**src/rtl/ysyx_23060236_stbuf_pkg.sv**
```systemverilog
// Shared types and constants for the store buffer: FSM encodings, AXI
// response/burst codes and the layout of one buffered store.
package ysyx_23060236_stbuf_pkg;

  typedef enum logic [1:0] {
    D_IDLE = 2'd0,
    D_SEND = 2'd1,
    D_RESP = 2'd2
  } drain_state_e;

  typedef enum logic [1:0] {
    R_IDLE = 2'd0,
    R_WAIT = 2'd1,
    R_ADDR = 2'd2,
    R_DATA = 2'd3
  } rd_state_e;

  localparam logic [1:0] RESP_OKAY  = 2'b00;
  localparam logic [1:0] BURST_INCR = 2'b01;

  typedef struct packed {
    logic [31:0] addr;
    logic [2:0]  size;
    logic [31:0] data;
    logic [3:0]  strb;
  } st_entry_t;

  localparam int ENTRY_W = $bits(st_entry_t);

endpackage

```
**src/rtl/ysyx_23060236_stbuf_fifo.sv**
```systemverilog
// Circular entry storage for the store buffer; DEPTH must be a power of two
// so the pointers wrap by plain overflow.
module ysyx_23060236_stbuf_fifo
  import ysyx_23060236_stbuf_pkg::*;
#(
  parameter int DEPTH = 4
) (
  input  logic               clock,
  input  logic               reset,
  input  logic               push,
  input  logic [ENTRY_W-1:0] push_data,
  input  logic               pop,
  output logic               full,
  output logic               empty,
  output logic [ENTRY_W-1:0] head
);

  localparam int PTR_W = (DEPTH > 1) ? $clog2(DEPTH) : 1;
  localparam int CNT_W = PTR_W + 1;
  localparam logic [CNT_W-1:0] FULL_CNT = CNT_W'(DEPTH);

  logic [PTR_W-1:0]   wptr_q, wptr_d;
  logic [PTR_W-1:0]   rptr_q, rptr_d;
  logic [CNT_W-1:0]   count_q, count_d;
  logic [ENTRY_W-1:0] mem_q [DEPTH];

  always_comb begin
    wptr_d  = push ? wptr_q + 1'b1 : wptr_q;
    rptr_d  = pop  ? rptr_q + 1'b1 : rptr_q;
    count_d = count_q;
    case ({push, pop})
      2'b10:   count_d = count_q + 1'b1;
      2'b01:   count_d = count_q - 1'b1;
      default: count_d = count_q;
    endcase
  end

  assign full  = (count_q == FULL_CNT);
  assign empty = (count_q == '0);
  assign head  = mem_q[rptr_q];

  always_ff @(posedge clock or negedge reset) begin
    if (!reset) begin
      wptr_q  <= '0;
      rptr_q  <= '0;
      count_q <= '0;
    end else begin
      wptr_q  <= wptr_d;
      rptr_q  <= rptr_d;
      count_q <= count_d;
    end
  end

  // Payload storage carries no reset; outputs that expose it are gated upstream.
  always_ff @(posedge clock) begin
    if (push) mem_q[wptr_q] <= push_data;
  end

endmodule

```
**src/rtl/ysyx_23060236_stbuf.sv**
```systemverilog
// Posted-write store buffer between the LSU and the xbar: stores are acked
// immediately and drained in order; loads wait until the buffer is empty.
module ysyx_23060236_stbuf
  import ysyx_23060236_stbuf_pkg::*;
#(
  parameter int DEPTH = 4
) (
  input  logic        clock,
  input  logic        reset,
  input  logic [31:0] s_awaddr,
  input  logic [2:0]  s_awsize,
  input  logic        s_awvalid,
  output logic        s_awready,
  input  logic [31:0] s_wdata,
  input  logic [3:0]  s_wstrb,
  input  logic        s_wvalid,
  output logic        s_wready,
  output logic [1:0]  s_bresp,
  output logic        s_bvalid,
  input  logic        s_bready,
  input  logic [31:0] s_araddr,
  input  logic [2:0]  s_arsize,
  input  logic        s_arvalid,
  output logic        s_arready,
  output logic [31:0] s_rdata,
  output logic [1:0]  s_rresp,
  output logic        s_rvalid,
  input  logic        s_rready,
  output logic [3:0]  m_awid,
  output logic [31:0] m_awaddr,
  output logic [7:0]  m_awlen,
  output logic [2:0]  m_awsize,
  output logic [1:0]  m_awburst,
  output logic        m_awvalid,
  input  logic        m_awready,
  output logic [31:0] m_wdata,
  output logic [3:0]  m_wstrb,
  output logic        m_wlast,
  output logic        m_wvalid,
  input  logic        m_wready,
  input  logic [1:0]  m_bresp,
  input  logic        m_bvalid,
  output logic        m_bready,
  output logic [3:0]  m_arid,
  output logic [31:0] m_araddr,
  output logic [7:0]  m_arlen,
  output logic [2:0]  m_arsize,
  output logic [1:0]  m_arburst,
  output logic        m_arvalid,
  input  logic        m_arready,
  input  logic [31:0] m_rdata,
  input  logic [1:0]  m_rresp,
  input  logic        m_rvalid,
  output logic        m_rready,
  output logic        empty,
  output logic        bus_err
);

  drain_state_e d_state_q, d_state_d;
  rd_state_e    r_state_q, r_state_d;
  logic         aw_pend_q, aw_pend_d;
  logic         w_pend_q, w_pend_d;
  logic         bvalid_q, bvalid_d;
  logic         bus_err_q, bus_err_d;
  logic [31:0]  ar_addr_q, ar_addr_d;
  logic [2:0]   ar_size_q, ar_size_d;

  logic               push, pop;
  logic               fifo_full, fifo_empty;
  st_entry_t          push_entry, head_entry;
  logic [ENTRY_W-1:0] head_bits;

  assign push = s_awvalid & s_wvalid & ~fifo_full & ~bvalid_q & (r_state_q == R_IDLE);

  always_comb begin
    push_entry      = '0;
    push_entry.addr = s_awaddr;
    push_entry.size = s_awsize;
    push_entry.data = s_wdata;
    push_entry.strb = s_wstrb;
  end

  ysyx_23060236_stbuf_fifo #(.DEPTH(DEPTH)) u_fifo (
    .clock     (clock),
    .reset     (reset),
    .push      (push),
    .push_data (push_entry),
    .pop       (pop),
    .full      (fifo_full),
    .empty     (fifo_empty),
    .head      (head_bits)
  );

  assign head_entry = st_entry_t'(head_bits);

  always_comb begin
    d_state_d = d_state_q;
    aw_pend_d = aw_pend_q;
    w_pend_d  = w_pend_q;
    bus_err_d = bus_err_q;
    pop       = 1'b0;
    bvalid_d  = push | (bvalid_q & ~s_bready);
    case (d_state_q)
      // Also wake on a push into an empty buffer so AW goes out the cycle after acceptance.
      D_IDLE: begin
        if (!fifo_empty || push) begin
          d_state_d = D_SEND;
          aw_pend_d = 1'b1;
          w_pend_d  = 1'b1;
        end
      end
      D_SEND: begin
        aw_pend_d = aw_pend_q & ~m_awready;
        w_pend_d  = w_pend_q & ~m_wready;
        if (!aw_pend_d && !w_pend_d) d_state_d = D_RESP;
      end
      D_RESP: begin
        if (m_bvalid) begin
          pop       = 1'b1;
          d_state_d = D_IDLE;
          if (m_bresp != RESP_OKAY) bus_err_d = 1'b1;
        end
      end
      default: d_state_d = D_IDLE;
    endcase
  end

  always_comb begin
    r_state_d = r_state_q;
    ar_addr_d = ar_addr_q;
    ar_size_d = ar_size_q;
    case (r_state_q)
      R_IDLE: begin
        if (s_arvalid) begin
          ar_addr_d = s_araddr;
          ar_size_d = s_arsize;
          r_state_d = R_WAIT;
        end
      end
      R_WAIT:  if (empty) r_state_d = R_ADDR;
      R_ADDR:  if (m_arready) r_state_d = R_DATA;
      R_DATA:  if (m_rvalid && s_rready) r_state_d = R_IDLE;
      default: r_state_d = R_IDLE;
    endcase
  end

  always_ff @(posedge clock or negedge reset) begin
    if (!reset) begin
      d_state_q <= D_IDLE;
      r_state_q <= R_IDLE;
      aw_pend_q <= 1'b0;
      w_pend_q  <= 1'b0;
      bvalid_q  <= 1'b0;
      bus_err_q <= 1'b0;
      ar_addr_q <= '0;
      ar_size_q <= '0;
    end else begin
      d_state_q <= d_state_d;
      r_state_q <= r_state_d;
      aw_pend_q <= aw_pend_d;
      w_pend_q  <= w_pend_d;
      bvalid_q  <= bvalid_d;
      bus_err_q <= bus_err_d;
      ar_addr_q <= ar_addr_d;
      ar_size_q <= ar_size_d;
    end
  end

  assign s_awready = push;
  assign s_wready  = push;
  assign s_bvalid  = bvalid_q;
  assign s_bresp   = RESP_OKAY;
  assign empty     = fifo_empty & (d_state_q == D_IDLE);
  assign bus_err   = bus_err_q;

  assign m_awid    = '0;
  assign m_awlen   = '0;
  assign m_awburst = BURST_INCR;
  assign m_awvalid = aw_pend_q;
  assign m_awaddr  = (d_state_q == D_SEND) ? head_entry.addr : '0;
  assign m_awsize  = (d_state_q == D_SEND) ? head_entry.size : '0;
  assign m_wdata   = (d_state_q == D_SEND) ? head_entry.data : '0;
  assign m_wstrb   = (d_state_q == D_SEND) ? head_entry.strb : '0;
  assign m_wvalid  = w_pend_q;
  assign m_wlast   = w_pend_q;
  assign m_bready  = (d_state_q == D_RESP);

  assign m_arid    = '0;
  assign m_arlen   = '0;
  assign m_arburst = BURST_INCR;
  assign m_arvalid = (r_state_q == R_ADDR);
  assign m_araddr  = ar_addr_q;
  assign m_arsize  = ar_size_q;
  assign s_arready = (r_state_q == R_ADDR) & m_arready;

  // Read data path is a pure pass-through while the load owns the bus.
  assign s_rvalid  = (r_state_q == R_DATA) & m_rvalid;
  assign s_rdata   = (r_state_q == R_DATA) ? m_rdata : '0;
  assign s_rresp   = (r_state_q == R_DATA) ? m_rresp : '0;
  assign m_rready  = (r_state_q == R_DATA) & s_rready;

endmodule
```
**config.mk**
```make
export PLATFORM = sky130hd
export DESIGN_NAME = ysyx_23060236_stbuf
export DESIGN_NICKNAME = d
export VERILOG_FILES = /design/src/rtl/ysyx_23060236_stbuf_pkg.sv /design/src/rtl/ysyx_23060236_stbuf_fifo.sv /design/src/rtl/ysyx_23060236_stbuf.sv
export SDC_FILE = /design/constraint.sdc
export NUM_CORES = 1
export LEC_CHECK = 0
export CAP_MARGIN = 20
export CORE_MARGIN = 2
export CORE_UTILIZATION = 45
export DETAILED_ROUTE_END_ITERATION = 16
export HOLD_SLACK_MARGIN = 0.08
export PLACE_DENSITY = 0.88
export SETUP_SLACK_MARGIN = 0.05
export SLEW_MARGIN = 10
export SYNTH_ARGS = -nofsm -noshare
export SYNTH_HDL_FRONTEND = slang
export SYNTH_SLANG_ARGS = --single-unit
```
**constraint.sdc**
```tcl
create_clock -name clock -period 3.57 [get_ports clock]
set_clock_uncertainty 0.1 [all_clocks]
set_input_delay 0.714 -clock clock [delete_from_list [all_inputs] [get_ports clock]]
set_output_delay 0.714 -clock clock [all_outputs]
set_load 0.03 [all_outputs]
```
==> run metrics <==
mapped cell area=0.01344 mm²; DR iter-0 viols=486; Yosys top cell by area=edfxtp_1; gpl congestion=0.7646; Worst setup startpoint=u_fifo.rptr_q[0]; Synth async-reset ratio=14.97%; Die Y=176.8 µm; register area=0.009787 mm²; most frequent cell after synthesis=edfxtp_1; H-tree Lvls=2; top post-synthesis cells by area=edfxtp_1, mux4_2, dfrtp_1, nor2b_1, mux2_2; Clock Tree Buf Depth=3; # setup viols final=0; largest family of logic cells by synthesized area=multiplexers; design area=0.01825 mm²; Synth Area in XOR/XNOR=0.3909%; final hold violations=0; multi-input logic area=0.003237 mm²; Crit path depth=5; Setup Crit Path Kind=reg -> out; Setup TNS=0 ps; Overall Global Routing Usage=19.00%; critical path startpoint category=flip-flop; vias in the first global route=7813; Skew-Pair Late Insertion Delay=500 ps; placed wire-length estimate=19.64 mm; layout cell share with drive strength beyond 1=19.03%; Critical Path End Type=output pin; Syn Inst Count=685; worst vdd ir=0.6470 mV; FF-to-FF setup slack=1030 ps; Fmax achieved=0.2971 GHz; CTS sink cnt=334; vias per inst=5.012; status=finished clean; hold crit path type=in -> async; DRT antenna net count=0; CP Capture Point=m_wstrb[3]; maxcap violations=0; Slew Limit Fails=0; worst-margin pin slew=756.8 ps; cell area power density=804.4 mW/mm²; delay-heaviest family, CP=buffers and inverters; post-synth cell types=38; # fillers=2067; Residual DRC=0; Max transition margin=49.55%; # rows=63; CTS Hold Bufs=0; worst-path maximum fanout=15; synth-to-layout area growth=35.78%; period utilization=94.27%; Critical-path top delay cell=clkdlybuf4s50_1; 1st-pass router iterations=4; core area=0.02956 mm²; antenna violations before repair=3; Clk pin slew, worst setup/hold paths=60 ps; Synth top area share=63.44%; Post-synth EDFFs=284; Ports=337; sequential share of the synthesized area=72.75%; layout net count=1189; Clk Tree Root Cell=clkbuf_16; DR WL/cell=20.53 µm; Critical Path RT=2760 ps; CP bufs+invs=3; CP dominant cell by count=buf_12; CTS tree=yes; Main synth FF type=edfxtp_1; worst r2r dst=u_fifo.count_q[1]; die area=0.03127 mm²; CP peak stage delay=650 ps; min Tclk post-route=3365 ps; PortBufs=306; arrival time of the worst setup path=2550 ps; Vias=7227; Yosys warning count=0; Total Wirelength=29.61 mm; Post-Synth Adder-Cell Area=1.080%; CTS Buf Count=36; Static Leak=0.006284 µW; launching point of the worst reg2reg path=r_state_q[0]; Die W=176.8 µm; mux cell area share after synthesis=15.01%; #FFs+latches synth=334; Post-CTS Resized=0; initial core utilization=45.48%; first-pass GRT wire length=44.76 mm; critical-path cell list=buf_12 -> buf_12 -> mux4_2 -> nor2b_1 -> clkdlybuf4s50_1; Post-Synth Simple-Gate Area=5.882%; RSZ-0062 raised after global routing=false; compound-gate portion of the synthesized area=0.7446%; syn avg cell area=19.62 µm²; global route total overflow=0; synth cell count leaders=edfxtp_1, nor2b_1, mux4_2, dfrtp_1, and2_1; Area after DPL=0.01697 mm²; Worst R2R Path Depth=10; largest net degree at the start of global routing=39
==> registers in the layout, summed over array words and instances (netlist names) <==
register        count
m_arsize            3
m_wlast             1
u_fifo.wptr_q       2
d_state_q           2
m_araddr           32
s_bvalid            1
bus_err             1
u_fifo.count_q      3
u_fifo.mem_q      284
m_awvalid           1
r_state_q           2
u_fifo.rptr_q       2
==> cell type report <==
cell class	count	share of cell area (%)
Antenna cell	1	0.01371
Clock buffer	45	5.409
Clock inverter	20	1.124
Inverter	16	0.3290
Multi-Input combinational cell	300	17.73
Sequential cell	334	53.62
Tap cell	390	2.673
Timing Repair Buffer	336	19.10
==> cell families (layout without fill, tap and decap cells) <==
logic type | Yosys count | after routing
flops | 334 | 334
xor+xnor | 6 | 6
other cells | 2 | 31
compound gates | 16 | 16
mux | 108 | 108
buf+inv | 79 | 417
fa+ha+maj | 11 | 11
simple gates | 129 | 129
==> worst register-to-register path, stage by stage, from the launching register on <==
cell and delay, ps:
dfrtp_1 400, inv_1 130, ha_1 220, nand4b_1 190
a31oi_2 290, buf_4 220, inv_1 60, ha_1 210
inv_1 70, fa_1 410, o21ai_0 160
==> through the flow <==
stage / hold WS [ps] / total power, µW / setup slack (ps) / utilization (%) / cells
after floorplan: 318.4 / 8816 / 568.7 / - / 713
after global placement: 388.1 / 10900 / 380.7 / 57.40 / 1370
after detailed placement: 393.0 / 11010 / 359.3 / 57.40 / 1370
after CTS: 184.4 / 14830 / 64.50 / 61.65 / 1440
after global routing: 242.2 / 15340 / 103.4 / 61.74 / 1441
final: 179.7 / 14680 / 204.6 / 61.75 / 1442
==> metal layers <==
metal,up-vias,global-route usage [%],wire length [µm]
li1,3240,-,-
met1,3648,23.44,11780
met2,288,32.58,14890
met3,49,5.928,2374
met4,2,5.028,552
met5,-,0,13
==> power breakdown <==
group	internal (µW)	switching, µW	total, µW
logic	2870	3180	6050
clock network	2250	1410	3660
registers	4690	279	4970
total	9810	4870	14700
==> how the worst min path moves through the flow <==
stage | startpoint | to | slack, ps | cells after the start
2_1_floorplan | reset | bus_err | 320 | 0
3_3_place_gp | m_araddr[20] | m_araddr[20] | 390 | 1
3_5_place_dp | m_araddr[14] | m_araddr[14] | 390 | 1
4_1_cts | reset | u_fifo.rptr_q[0] | 180 | 1
5_1_grt | reset | u_fifo.rptr_q[0] | 240 | 1
6_report | reset | m_araddr[8] | 180 | 1
==> layout by cell type, fill, tap and decap left out, types with 2 or more instances in the layout <==
cell type and n:
clkinv_1 10, nand2_1 5, xnor2_1 4, inv_1 15
dfrtp_4 2, clkinv_2 4, edfxtp_1 284, and2_1 37
buf_4 16, clkbuf_1 6, bufinv_16 4, nor2_1 6
and2_4 4, mux2_2 35, ha_1 10, o21ai_1 3
conb_1 30, nor2b_1 72, a21oi_1 5, clkinvlp_4 2
dfrtp_1 48, clkbuf_16 38, xor2_1 2, buf_12 15
clkdlybuf4s50_1 303, o21ai_0 3, mux4_2 71
==> timing repair <==
action                     in CTS  in global routing
cloned                          0                  0
pin swaps                       0                  0
setup buffers                   5                  1
hold endpoints to repair        0                  0
setup endpoints to repair      62                 28
(Power assumes the default switching activity.)
